--- src/rtl/pc_predict_if.sv ---
// pc_predict_if: fetch/memory/write-back signals feeding the PC predictor and its outputs
interface pc_predict_if #(
    parameter int ADDR_W    = 64,
    parameter int RAS_DEPTH = 8
);
    localparam int CW = $clog2(RAS_DEPTH) + 1;
    logic              f_valid;
    logic              f_stall;
    logic [3:0]        f_icode;
    logic [3:0]        f_ifun;
    logic [ADDR_W-1:0] f_valC;
    logic [ADDR_W-1:0] f_valP;
    logic              m_valid;
    logic [3:0]        m_icode;
    logic [3:0]        m_ifun;
    logic              m_cnd;
    logic [ADDR_W-1:0] m_valA;
    logic [ADDR_W-1:0] m_valC;
    logic              w_valid;
    logic [3:0]        w_icode;
    logic [ADDR_W-1:0] w_valM;
    logic [ADDR_W-1:0] w_ret_pred;
    logic [ADDR_W-1:0] f_pc;
    logic [ADDR_W-1:0] pred_pc;
    logic [ADDR_W-1:0] f_ret_pred;
    logic              redirect;
    logic [CW-1:0]     ras_count;

    modport master (
        output f_valid, f_stall, f_icode, f_ifun, f_valC, f_valP,
               m_valid, m_icode, m_ifun, m_cnd, m_valA, m_valC,
               w_valid, w_icode, w_valM, w_ret_pred,
        input  f_pc, pred_pc, f_ret_pred, redirect, ras_count
    );

    modport slave (
        input  f_valid, f_stall, f_icode, f_ifun, f_valC, f_valP,
               m_valid, m_icode, m_ifun, m_cnd, m_valA, m_valC,
               w_valid, w_icode, w_valM, w_ret_pred,
        output f_pc, pred_pc, f_ret_pred, redirect, ras_count
    );
endinterface

--- src/rtl/pc_predict.sv ---
// pc_predict: next-fetch-PC predictor with return-address stack and late correction
module pc_predict #(
    parameter int                ADDR_W       = 64,
    parameter int                RAS_DEPTH    = 8,
    parameter int                PREDICT_MODE = 1,
    parameter logic [ADDR_W-1:0] RESET_PC     = '0
) (
    input logic         clk,
    input logic         reset,
    pc_predict_if.slave bus
);
    localparam int PW = $clog2(RAS_DEPTH);
    localparam int CW = PW + 1;

    logic [ADDR_W-1:0] ras [RAS_DEPTH];
    logic [PW-1:0]     ptr;
    logic [CW-1:0]     cnt;
    logic [ADDR_W-1:0] pc_q;
    logic [ADDR_W-1:0] pred;
    logic [ADDR_W-1:0] jxx_target;
    logic              ret_mis;
    logic              jxx_mis;
    logic              corr;
    logic              advance;
    logic              push;
    logic              pop;

    // Prediction, misprediction detection and RAS push/pop decode
    always_comb begin
        pred       = (bus.f_icode == 4'd8 || (bus.f_icode == 4'd7 && (bus.f_ifun == 4'd0 || PREDICT_MODE != 0))) ? bus.f_valC :
                     (bus.f_icode == 4'd9 && cnt != '0) ? ras[ptr - PW'(1)] : bus.f_valP;
        ret_mis    = bus.w_valid && bus.w_icode == 4'd9 && bus.w_valM != bus.w_ret_pred;
        jxx_mis    = bus.m_valid && bus.m_icode == 4'd7 && bus.m_ifun != 4'd0 && (PREDICT_MODE != 0 ? !bus.m_cnd : bus.m_cnd);
        jxx_target = PREDICT_MODE != 0 ? bus.m_valA : bus.m_valC;
        corr       = !reset && (ret_mis || jxx_mis);
        advance    = bus.f_valid && !bus.f_stall && !corr;
        push       = advance && bus.f_icode == 4'd8;
        pop        = advance && bus.f_icode == 4'd9;
    end

    // Fetch PC: reset, then ret correction, then jXX correction, then stall/advance
    always_ff @(posedge clk) begin
        if (reset)
            pc_q <= RESET_PC;
        else if (ret_mis)
            pc_q <= bus.w_valM;
        else if (jxx_mis)
            pc_q <= jxx_target;
        else if (bus.f_valid && !bus.f_stall)
            pc_q <= pred;
    end

    // Circular RAS pointer and saturating occupancy; pop on empty is ignored
    always_ff @(posedge clk) begin
        if (reset) begin
            ptr <= '0;
            cnt <= '0;
        end else if (push) begin
            ptr <= ptr + PW'(1);
            cnt <= (cnt == CW'(RAS_DEPTH)) ? cnt : cnt + CW'(1);
        end else if (pop && cnt != '0) begin
            ptr <= ptr - PW'(1);
            cnt <= cnt - CW'(1);
        end
    end

    // RAS storage needs no reset; a full stack overwrites its oldest slot
    always_ff @(posedge clk) begin
        if (!reset && push)
            ras[ptr] <= bus.f_valP;
    end

    assign bus.f_pc       = pc_q;
    assign bus.pred_pc    = pred;
    assign bus.f_ret_pred = bus.f_icode == 4'd9 ? pred : '0;
    assign bus.redirect   = corr;
    assign bus.ras_count  = cnt;
endmodule

--- src/flat_wrapper.sv ---
// flat-port wrapper written by rule: the top's interface ports become plain ports
module pc_predict_flat 
#(
    parameter int                ADDR_W       = 64,
    parameter int                RAS_DEPTH    = 8,
    parameter int                PREDICT_MODE = 1,
    parameter logic [ADDR_W-1:0] RESET_PC     = '0
)
  (clk, reset, bus_f_valid, bus_f_stall, bus_f_icode, bus_f_ifun, bus_f_valC, bus_f_valP, bus_m_valid, bus_m_icode, bus_m_ifun, bus_m_cnd, bus_m_valA, bus_m_valC, bus_w_valid, bus_w_icode, bus_w_valM, bus_w_ret_pred, bus_f_pc, bus_pred_pc, bus_f_ret_pred, bus_redirect, bus_ras_count);
  pc_predict_if #(.ADDR_W(ADDR_W), .RAS_DEPTH(RAS_DEPTH)) bus_i ();
  input logic clk;
  input logic reset;
  input wire logic [$bits(bus_i.f_valid)-1:0] bus_f_valid;
  input wire logic [$bits(bus_i.f_stall)-1:0] bus_f_stall;
  input wire logic [$bits(bus_i.f_icode)-1:0] bus_f_icode;
  input wire logic [$bits(bus_i.f_ifun)-1:0] bus_f_ifun;
  input wire logic [$bits(bus_i.f_valC)-1:0] bus_f_valC;
  input wire logic [$bits(bus_i.f_valP)-1:0] bus_f_valP;
  input wire logic [$bits(bus_i.m_valid)-1:0] bus_m_valid;
  input wire logic [$bits(bus_i.m_icode)-1:0] bus_m_icode;
  input wire logic [$bits(bus_i.m_ifun)-1:0] bus_m_ifun;
  input wire logic [$bits(bus_i.m_cnd)-1:0] bus_m_cnd;
  input wire logic [$bits(bus_i.m_valA)-1:0] bus_m_valA;
  input wire logic [$bits(bus_i.m_valC)-1:0] bus_m_valC;
  input wire logic [$bits(bus_i.w_valid)-1:0] bus_w_valid;
  input wire logic [$bits(bus_i.w_icode)-1:0] bus_w_icode;
  input wire logic [$bits(bus_i.w_valM)-1:0] bus_w_valM;
  input wire logic [$bits(bus_i.w_ret_pred)-1:0] bus_w_ret_pred;
  output wire logic [$bits(bus_i.f_pc)-1:0] bus_f_pc;
  output wire logic [$bits(bus_i.pred_pc)-1:0] bus_pred_pc;
  output wire logic [$bits(bus_i.f_ret_pred)-1:0] bus_f_ret_pred;
  output wire logic [$bits(bus_i.redirect)-1:0] bus_redirect;
  output wire logic [$bits(bus_i.ras_count)-1:0] bus_ras_count;
  assign bus_i.f_valid = bus_f_valid;
  assign bus_i.f_stall = bus_f_stall;
  assign bus_i.f_icode = bus_f_icode;
  assign bus_i.f_ifun = bus_f_ifun;
  assign bus_i.f_valC = bus_f_valC;
  assign bus_i.f_valP = bus_f_valP;
  assign bus_i.m_valid = bus_m_valid;
  assign bus_i.m_icode = bus_m_icode;
  assign bus_i.m_ifun = bus_m_ifun;
  assign bus_i.m_cnd = bus_m_cnd;
  assign bus_i.m_valA = bus_m_valA;
  assign bus_i.m_valC = bus_m_valC;
  assign bus_i.w_valid = bus_w_valid;
  assign bus_i.w_icode = bus_w_icode;
  assign bus_i.w_valM = bus_w_valM;
  assign bus_i.w_ret_pred = bus_w_ret_pred;
  assign bus_f_pc = bus_i.f_pc;
  assign bus_pred_pc = bus_i.pred_pc;
  assign bus_f_ret_pred = bus_i.f_ret_pred;
  assign bus_redirect = bus_i.redirect;
  assign bus_ras_count = bus_i.ras_count;
  pc_predict #(.ADDR_W(ADDR_W), .RAS_DEPTH(RAS_DEPTH), .PREDICT_MODE(PREDICT_MODE), .RESET_PC(RESET_PC)) u_core (.clk(clk), .reset(reset), .bus(bus_i));
endmodule
--- config.mk ---
export PLATFORM = sky130hd
export DESIGN_NAME = pc_predict_flat
export DESIGN_NICKNAME = d
export VERILOG_FILES = /design/src/rtl/pc_predict_if.sv /design/src/rtl/pc_predict.sv /design/src/flat_wrapper.sv
export SDC_FILE = /design/constraint.sdc
export NUM_CORES = 1
export LEC_CHECK = 0
export CORE_MARGIN = 2
export CORE_UTILIZATION = 35
export CTS_CLUSTER_DIAMETER = 60
export DETAILED_ROUTE_END_ITERATION = 16
export GPL_TIMING_DRIVEN = 0
export PLACE_DENSITY = 0.63
export SYNTH_ARGS = -nofsm -noshare
export SYNTH_HDL_FRONTEND = slang
export SYNTH_SLANG_ARGS = --single-unit
--- constraint.sdc ---
create_clock -name clk -period 9.71 [get_ports clk]
set_input_delay 1.942 -clock clk [delete_from_list [all_inputs] [get_ports clk]]
set_output_delay 1.942 -clock clk [all_outputs]
set_load 0.02 [all_outputs]
==> out/summary.log <==
[outcome] result of the run finished clean
[critical_path] biggest fanout along the worst timing path 10
[route] Detailed Routing Iterations Pass 1 5
[layout] final design utilization 48.7%
[floorplanning] Die Span Y 273 µm
[global_routing] initial antenna violation count 9
[floorplanning] I/O Pins 608
[sta] unrepaired setup endpoints after global routing false
[global_routing] wire length of the first global-routing pass 140,000 µm
[layout] fin cells 3,318
[clock_network] buffers inserted during post-CTS setup optimization 0
[critical_path] logic depth of the worst setup path including buffers 10
[job] count of max-cap constraint violations 0
[critical_path] worst-path cell with the longest stage delay sky130_fd_sc_hd__clkbuf_1
[clock_network] CTS-repair resized insts 0
[logic_synthesis] yosys warns 0
[layout] fillers 6,234
[logic_synthesis] net count of the mapped netlist 2,074
[clock_network] clock buffer count from CTS 68
[sta] Worst Hold Margin 472 ps
[global_routing] total gr overflow 0
[power] Power, Total 5.92 mW
[layout] cell area after layout 34,900 µm²
[critical_path] worst stage delay on the critical path 730 ps
[sta] final period demand of the worst path 8190 ps
[layout] sequential standard cell area 16,800 µm²
[layout] share of final-layout standard cells stronger than drive strength 1 14.0%
[route] post-DR wirelength/cell 31.0 µm
[critical_path] count of buffering cells on the critical path with inverters included 5
[logic_synthesis] cell type with the largest total area after synthesis sky130_fd_sc_hd__edfxtp_1
[clock_network] CTS tree yes
[sta] number of hold-slack violations in the final timing report 0
[placed_design] worst setup timing slack at the placement stage 1630 ps
[critical_path] worst path arrival time 6240 ps
[placed_design] DP Cell Count 3,192
[placed_design] routability congestion estimate 0.928
[clock_network] Clock Tree Root sky130_fd_sc_hd__clkbuf_16
[clock_network] clk slew on worst S/H paths 60 ps
[logic_synthesis] top post-synthesis cells by area sky130_fd_sc_hd__edfxtp_1 (61%), sky130_fd_sc_hd__mux4_2 (10%), sky130_fd_sc_hd__dfxtp_1 (5.6%)
[worst_hold_path] Cells on Worst Hold Path 2
[logic_synthesis] dominant synthesized flop cell sky130_fd_sc_hd__edfxtp_1
[placed_design] dpl cell area 32,700 µm²
[sta] total of endpoints with negative setup slack in the final report 0
[critical_path] critical path required time 7770 ps
[critical_path] kind of end point of the critical path output pin
[sta] ratio of final minimum period to clock period 84.3%
[layout] net count reported at finish 2,727
[worst_hold_path] type of the most critical hold path register to register
[logic_synthesis] synthesized area divided by synthesized cell count 15.3 µm²
[route] Iteration-0 DRC Markers 1,955
[sta] fin. max-slew vios 0
[power] leakage power total 11.7 nW
[critical_path] chain of cells forming the critical path clkdlybuf4s50_1 > or4b_1 > buf_2 > and2_1 > clkbuf_1 > clkbuf_1 > o311ai_0 > o21ai_1 > and2_1 > clkdlybuf4s50_1
[floorplanning] total core area 71,600 µm²
[sta] FMAX 122 MHz
[route] final wirelength 103,000 µm
[critical_path] critical path start-end classification input port to output pin
[critical_path] gate family responsible for the most delay along the worst path buffers and inverters
[power] power density cells 170 nW/µm²
[global_routing] gr usage total 27.0%
[floorplanning] initial core utilization 35.4%
[floorplanning] die outline area 74,700 µm²
[sta] relative slew slack 10.4%
[route] average via count per standard cell 5.60
[critical_path] Register-to-Register Path Depth 13
[sta] post-route setup slack 1520 ps
[logic_synthesis] number of flops mapped to enable cells by yosys 512
[clock_network] later-pin clock latency in the skew report 610 ps
[floorplanning] Die X-Extent 273 µm
[layout] area growth from synthesis to final layout 37.5%
[logic_synthesis] part of the Yosys area used for sequential elements 66.2%
[placed_design] Port Buf Inserts 538
[critical_path] kind of launch point of the worst setup path input port
[clock_network] number of buffers between clock root and the deepest sink 3
[clock_network] clock sinks 583
[route] DR vias 18,600
[logic_synthesis] count of distinct cell types in the synthesized netlist 57
[logic_synthesis] synthesized cell area 25,400 µm²
[global_routing] via count of the first global-routing pass 18,600
[logic_synthesis] async set or reset register ratio after synthesis 0%
[sta] final worst clock skew 15.7 ps
[sta] Slew @ Worst Pin 1330 ps
[route] residual DRC count 0
[sta] setup total negative slack 0 ps
[logic_synthesis] cell count after synthesis 1,659
[placed_design] Final HPWL DP 77,400 µm
[logic_synthesis] register bit count reported by yosys 583
[layout] area taken by multi-input logic gates 7860 µm²
[clock_network] H-Tree Level Count 3
[clock_network] count of hold-fix buffers inserted at cts 0
[power] maximum ir drop on the vdd rail 123 µV
[logic_synthesis] share of Yosys cell area claimed by the top area cell type 60.6%
[route] residual antenna-violating net count after detailed routing 0
[global_routing] largest net degree at the start of global routing 26
[floorplanning] Cell Rows 98
-- cell usage after synthesis, types with 16 or more instances --
cell type,n
sky130_fd_sc_hd__a211oi_1,18
sky130_fd_sc_hd__nand3_1,28
sky130_fd_sc_hd__clkbuf_1,67
sky130_fd_sc_hd__a22o_1,42
sky130_fd_sc_hd__and2_1,55
sky130_fd_sc_hd__dfxtp_1,71
sky130_fd_sc_hd__o21ai_0,20
sky130_fd_sc_hd__o211ai_1,16
sky130_fd_sc_hd__mux2i_1,71
sky130_fd_sc_hd__nor2_1,61
sky130_fd_sc_hd__xnor2_1,67
sky130_fd_sc_hd__mux4_2,117
sky130_fd_sc_hd__inv_1,63
sky130_fd_sc_hd__nor4_1,23
sky130_fd_sc_hd__a221o_1,27
sky130_fd_sc_hd__nand4_1,18
sky130_fd_sc_hd__buf_2,39
sky130_fd_sc_hd__a21oi_1,60
sky130_fd_sc_hd__o22ai_1,42
sky130_fd_sc_hd__nand2_1,117
sky130_fd_sc_hd__edfxtp_1,512
-- power breakdown --
part / total [mW] / internal (mW) / switching (mW) / leakage (nW)
logic: 0.642 / 0.291 / 0.351 / 5.47
registers: 2.75 / 2.74 / 0.0123 / 5.18
clock network: 2.52 / 1.46 / 1.06 / 1.06
total: 5.92 / 4.49 / 1.43 / 11.7
-- path summary, 6_finish.rpt --
path                       start                  end  slack [ps]
max               bus_f_icode[0]   bus_f_ret_pred[46]        1520
min          u_core.bus.f_pc[42]  u_core.bus.f_pc[42]         470
max reg2reg        u_core.ptr[0]  u_core.bus.f_pc[38]        5090
min reg2reg  u_core.bus.f_pc[42]  u_core.bus.f_pc[42]         470
-- state kept, by name, indices dropped and copies added, names as in the netlist --
name and cells:
u_core.bus.f_pc 64, u_core.bus.ras_count 4, u_core.ras 512, u_core.ptr 3
-- cells in the final DEF, fill, tap and decap left out, drive strengths merged, types with 10 or more instances in the layout --
cell type	count
clkdlybuf4s50	538
edfxtp	512
clkbuf	153
nand2	118
mux4	118
buf	96
inv	75
mux2i	71
dfxtp	71
xnor2	67
nor2	62
a21oi	60
and2	55
a22o	42
o22ai	42
o21ai	29
nand3	28
a221o	27
a211oi	25
nor4	23
clkinv	19
nand4	18
o211ai	16
nor3	15
o31ai	10
-- cells by family (layout without fill, tap and decap cells) --
kind of cell,Yosys count,count (layout),share of synthesized area [%]
compound gates,280,280,7.96
xor+xnor,70,70,2.45
fa+ha+maj,4,4,0.197
buf+inv,182,890,3.10
flops,583,583,66.2
mux,189,189,13.3
other cells,0,1,0
simple gates,351,351,6.84
-- per-layer routing --
metal	global-route usage (%)	share of wire [%]	up-vias	wire [µm]
li1	-	-	7843	-
met1	35.5	40	9441	40600
met2	43.4	47	1101	48300
met3	7.82	10	177	10700
met4	8.31	3.0	14	3040
met5	0	0.083	-	85
-- worst min-delay path, cell delays in order (launching register included) --
cell,delay [ps]
sky130_fd_sc_hd__dfxtp_1,300
sky130_fd_sc_hd__inv_1,40
sky130_fd_sc_hd__o22ai_1,70
-- area by class of cell --
| cell class | instances | area share [%] |
|---|---|---|
| multi-input cells | 894 | 22.5 |
| clock inverters | 39 | 1.05 |
| diodes | 1 | 0.00717 |
| plain buffers | 118 | 1.56 |
| well taps | 950 | 3.41 |
| clock buffers | 86 | 5.22 |
| flip-flops and latches | 583 | 48.1 |
| repair buffers | 583 | 17.4 |
| inverters | 64 | 0.688 |
(Power assumes the default switching activity.)
